File: src/rtl/ternary_sampler_if.sv
// Coin-byte input stream, indexed coefficient output stream and status for the ternary sampler.
// slave is the sampler's view; master is the driver/consumer view.
interface ternary_sampler_if #(
  parameter int IW = 10
) ();
  logic          start;
  logic [7:0]    in_data;
  logic          in_valid;
  logic          in_ready;
  logic [1:0]    coef;
  logic          coef_valid;
  logic          coef_ready;
  logic [IW-1:0] coef_idx;
  logic          coef_last;
  logic          busy;
  logic          done;

  modport slave (
    input  start, in_data, in_valid, coef_ready,
    output in_ready, coef, coef_valid, coef_idx, coef_last, busy, done
  );

  modport master (
    output start, in_data, in_valid, coef_ready,
    input  in_ready, coef, coef_valid, coef_idx, coef_last, busy, done
  );
endinterface

File: src/rtl/ternary_sampler.sv
// Maps each accepted coin byte to (byte mod 3) and emits N indexed coefficients per start.
// One cycle byte->coef; single output register, so in_ready drops while it holds an unaccepted coef.
module ternary_sampler #(
  parameter int N  = 700,
  parameter int IW = 10
) (
  input logic              clk,
  input logic              rst,
  ternary_sampler_if.slave s
);
  typedef enum logic [1:0] {IDLE, RUN, DRAIN, DONE} state_t;

  localparam logic [IW-1:0] LAST_IDX = IW'(N - 1);

  state_t        state;
  logic [IW-1:0] cnt;
  logic [1:0]    coef_q;
  logic [IW-1:0] idx_q;
  logic          last_q;
  logic          valid_q;
  logic          done_q;
  logic          in_ready_w;
  logic          accept;
  logic          handoff;

  function automatic logic [1:0] mod3(input logic [7:0] b);
    logic [7:0] r;
    r = b % 8'd3;
    return r[1:0];
  endfunction

  // The output slot is free when empty or being drained this cycle, which keeps one coef per cycle.
  assign in_ready_w = (state == RUN) && (!valid_q || s.coef_ready);
  assign accept     = s.in_valid && in_ready_w;
  assign handoff    = valid_q && s.coef_ready;

  always_ff @(posedge clk) begin
    if (rst) begin
      state   <= IDLE;
      cnt     <= '0;
      coef_q  <= '0;
      idx_q   <= '0;
      last_q  <= 1'b0;
      valid_q <= 1'b0;
      done_q  <= 1'b0;
    end else begin
      done_q <= 1'b0;

      if (accept) begin
        coef_q  <= mod3(s.in_data);
        idx_q   <= cnt;
        last_q  <= (cnt == LAST_IDX);
        valid_q <= 1'b1;
        cnt     <= cnt + IW'(1);
      end else if (handoff) begin
        valid_q <= 1'b0;
      end

      case (state)
        IDLE: begin
          if (s.start) begin
            state <= RUN;
            cnt   <= '0;
          end
        end
        RUN: begin
          if (accept && (cnt == LAST_IDX)) state <= DRAIN;
        end
        DRAIN: begin
          if (handoff && last_q) begin
            state  <= DONE;
            done_q <= 1'b1;
          end
        end
        DONE:    state <= IDLE;
        default: state <= IDLE;
      endcase
    end
  end

  assign s.in_ready   = in_ready_w;
  assign s.coef       = coef_q;
  assign s.coef_valid = valid_q;
  assign s.coef_idx   = idx_q;
  assign s.coef_last  = last_q;
  assign s.busy       = (state == RUN) || (state == DRAIN);
  assign s.done       = done_q;
endmodule

File: src/flat_wrapper.sv
// flat-port wrapper written by rule: the top's interface ports become plain ports
module ternary_sampler_flat 
#(
  parameter int N  = 700,
  parameter int IW = 10
)
  (clk, rst, s_start, s_in_data, s_in_valid, s_coef_ready, s_in_ready, s_coef, s_coef_valid, s_coef_idx, s_coef_last, s_busy, s_done);
  ternary_sampler_if #(.IW(IW)) s_i ();
  input logic clk;
  input logic rst;
  input wire logic [$bits(s_i.start)-1:0] s_start;
  input wire logic [$bits(s_i.in_data)-1:0] s_in_data;
  input wire logic [$bits(s_i.in_valid)-1:0] s_in_valid;
  input wire logic [$bits(s_i.coef_ready)-1:0] s_coef_ready;
  output wire logic [$bits(s_i.in_ready)-1:0] s_in_ready;
  output wire logic [$bits(s_i.coef)-1:0] s_coef;
  output wire logic [$bits(s_i.coef_valid)-1:0] s_coef_valid;
  output wire logic [$bits(s_i.coef_idx)-1:0] s_coef_idx;
  output wire logic [$bits(s_i.coef_last)-1:0] s_coef_last;
  output wire logic [$bits(s_i.busy)-1:0] s_busy;
  output wire logic [$bits(s_i.done)-1:0] s_done;
  assign s_i.start = s_start;
  assign s_i.in_data = s_in_data;
  assign s_i.in_valid = s_in_valid;
  assign s_i.coef_ready = s_coef_ready;
  assign s_in_ready = s_i.in_ready;
  assign s_coef = s_i.coef;
  assign s_coef_valid = s_i.coef_valid;
  assign s_coef_idx = s_i.coef_idx;
  assign s_coef_last = s_i.coef_last;
  assign s_busy = s_i.busy;
  assign s_done = s_i.done;
  ternary_sampler #(.N(N), .IW(IW)) u_core (.clk(clk), .rst(rst), .s(s_i));
endmodule
File: config.mk
export PLATFORM = sky130hd
export DESIGN_NAME = ternary_sampler_flat
export DESIGN_NICKNAME = d
export VERILOG_FILES = /design/src/rtl/ternary_sampler_if.sv /design/src/rtl/ternary_sampler.sv /design/src/flat_wrapper.sv
export SDC_FILE = /design/constraint.sdc
export NUM_CORES = 1
export LEC_CHECK = 0
export CAP_MARGIN = 20
export CORE_ASPECT_RATIO = 0.6
export CORE_UTILIZATION = 45
export DETAILED_ROUTE_END_ITERATION = 12
export MAX_ROUTING_LAYER = met4
export PLACE_DENSITY = 0.71
export SLEW_MARGIN = 20
export SYNTH_ARGS = -nofsm -noshare
export SYNTH_HDL_FRONTEND = slang
export SYNTH_SLANG_ARGS = --single-unit
File: constraint.sdc
create_clock -name clk -period 4.55 [get_ports clk]
set_input_delay 0.6825 -clock clk [delete_from_list [all_inputs] [get_ports clk]]
set_output_delay 0.6825 -clock clk [all_outputs]
set_load 0.05 [all_outputs]
==> flow_summary.toml <==
[setup_path]
cp_max_fo = 12
path_class = "primary input to flip-flop"
end_kind = "flip-flop"
cp_data_required_time_ns = 4.72
critical_path_arrival_ns = 4.15
start_kind = "primary input"

[logic_synthesis]
syn-mean-instance-area_um2 = 8.12
synthFlopType = "dfxtp_1"
synth-seq-cells = 27
synthesis.nets = 207
syn_inst = 187
ys_seq_area_share_pct = 35.6
syn_area_um2 = 1520
yosys_warnings = 0
postSynth.asyncResetShare_pct = 0
synth_edf_count = 0
synth_most_common_cell = "nand2_1"
synth_commonest_cells = "32 x nand2_1, 27 x dfxtp_1, 19 x a21oi_1, 10 x nor2_1, 8 x o21ai_0"
yosysTopAreaCell = "dfxtp_1"
synth_cell_types = 42
synth.area.top_cells = "dfxtp_1 36%, nand2_1 7.9%, a21oi_1 6.3%, ha_1 5.8%, xor2_1 4.0%"
synth_top_area_share_pct = 35.6

[run]
maxCapViolCount = 0

[placed_design]
place_area_um2 = 1810
place_congestion = 1.04
port_buffers = 29
placed_cells = 248
dp_hpwl_um = 2700

[layout]
post-route-util_pct = 61.0
seq_area_um2 = 541
final_cells = 252
fill_cells = 270
area_growth_pct = 22.3
antenna_cells = 0
drive_gt1_share_pct = 4.29
final_area_um2 = 1860
multiInputGateArea_um2 = 892
nets = 231

[power_and_ir_drop]
vdd_ir_drop_max_mv = 0.199
p_seq_share_pct = 39.3
powerDensity_nw_per_um2 = 360
combPwrFrac_pct = 40.2
swShare_pct = 38.4
p_switching_uw = 256
leakagePower_uw = 0.000666
internal_power_uw = 411
p_clk_share_pct = 20.5

[drt]
antenna_left = 0
drtPass1Iterations = 5
wire_per_inst_um = 14.8
via_per_inst = 5.63
wirelength_um = 3720
drc = 0
vias = 1420
drtIter0Drc = 70

[timing]
hold_violations = 0
skew_ns = 0.00244
fmax_mhz = 251
fin_crit_ns = 3.98
rsz0062_at_grt = "false"
final_max_slew_viol_count = 0
slew_headroom_pct = 45.6
fin_setup_tns_ns = 0
period_share_pct = 87.5
tightest_slew_ns = 0.814
setup-violations-final = 0

[outcome]
status = "finished, final reports clean"

[floorplan]
dieArea_um2 = 3620
num_rows = 15
initial_utilization_pct = 49.9
fp.coreArea_um2 = 3040
die_w_um = 77.0
pin_count = 30
fp.dieH_um = 47.0

[worst_hold_path]
holdCritPathClass = "flip-flop to flip-flop"

[global_routing]
overflow = 0
grt_pass1_vias = 1293
grt_max_degree = 23
gr-usage-all-layers_pct = 22.7
grt_pass1_wl_um = 6110
antenna_found_initial = 0

[clock_tree]
cts_tree = "yes"
cts.sinks = 27
cts.clk_slew.worst_paths_ns = 0.09
ctsHoldBuffers = 0
clk_latency_ns = 0.27
cts_root_buf = "clkbuf_8"
cts_made_buffers = 3
h-tree-depth = 1
postCtsSetupBuffers = 0
cts_resized = 0
cts_max_path_buffers = 2
state kept, by name, summed over array words and instances (netlist names):
name                 flops
u_core.cnt              10
u_core.s.coef_idx       10
u_core.s.coef            2
u_core.state             2
u_core.s.coef_last       1
u_core.s.coef_valid      1
u_core.s.done            1
metal layers:
layer  wire [um]  global-route usage [%]  vias up
li1            -                       -      712
met1        1790                    29.0      656
met2        1700                    37.7       48
met3         206                    4.27        4
met4          26                    6.79        0
met5           0                       -        -
area by class of cell:
type / count / share of cell area, %
Clock buffer: 3 / 2.23
Clock inverter: 1 / 0.405
Inverter: 7 / 1.69
Multi-Input combinational cell: 143 / 48.1
Sequential cell: 27 / 29.1
Tap cell: 42 / 2.83
Timing Repair Buffer: 29 / 15.6
cells by family after synthesis:
family	synth area share, %
compound gates	16.1
xor+xnor	5.19
fa+ha+maj	5.77
buf+inv	5.61
flops	35.6
mux	1.32
simple gates	30.4
power by group through the flow:
stage	combinational [uW]	clock (uW)	sequential, uW
after global routing	286	151	264
after detailed placement	265	0	267
after CTS	267	140	262
after global placement	258	0	266
final	268	137	262
after floorplan	182	0	281
worst max-delay path, stage by stage:
cell and delay (ns):
clkdlybuf4s50_1 0.61, or4b_4 0.62, mux2i_1 0.20, o22ai_1 0.10, o311a_1 0.15, inv_1 0.08, ha_1 0.22, inv_1 0.08
a21o_2 0.18, nand2_1 0.10, ha_1 0.22, nor2_1 0.06, and3_4 0.18, or3_1 0.39, a211o_1 0.27
stage by stage:
stage | worst slack [ns] | total power [uW] | hold slack, ns
2_1_floorplan | 1.19 | 463 | 0.446
3_3_place_gp | 0.526 | 524 | 0.444
3_5_place_dp | 0.310 | 533 | 0.446
4_1_cts | 0.598 | 668 | 0.460
5_1_grt | 0.349 | 701 | 0.486
6_report | 0.569 | 667 | 0.459
layout by cell type, fill, tap and decap left out, types with 2 or more instances in the layout:
cell / Yosys / layout
inv_1: 6 / 6
nor3b_1: 4 / 4
nor2_1: 10 / 10
ha_1: 7 / 7
o21ai_0: 8 / 8
nand4_1: 4 / 4
or3_1: 6 / 6
clkbuf_8: 0 / 3
dfxtp_1: 27 / 27
xor2_1: 7 / 7
mux2i_1: 2 / 2
and3_1: 6 / 6
nor4_1: 3 / 3
or4bb_1: 2 / 2
nand3b_1: 5 / 5
o22ai_1: 2 / 2
nand3_1: 3 / 3
nand2b_1: 2 / 2
clkdlybuf4s50_1: 0 / 29
a21oi_1: 19 / 19
nand2_1: 32 / 32
o311a_1: 2 / 2
xnor2_1: 2 / 2
a211oi_1: 2 / 2
final timing paths:
check,from,endpoint,slack (ns),cells past startpoint
max,s_in_data[7],u_core.s.coef[0],0.57,15
min,u_core.s.coef_idx[5],u_core.s.coef_idx[5],0.46,2
max reg2reg,u_core.state[1],u_core.cnt[5],2.22,6
min reg2reg,u_core.s.coef_idx[5],u_core.s.coef_idx[5],0.46,2
(Power assumes the default switching activity.)
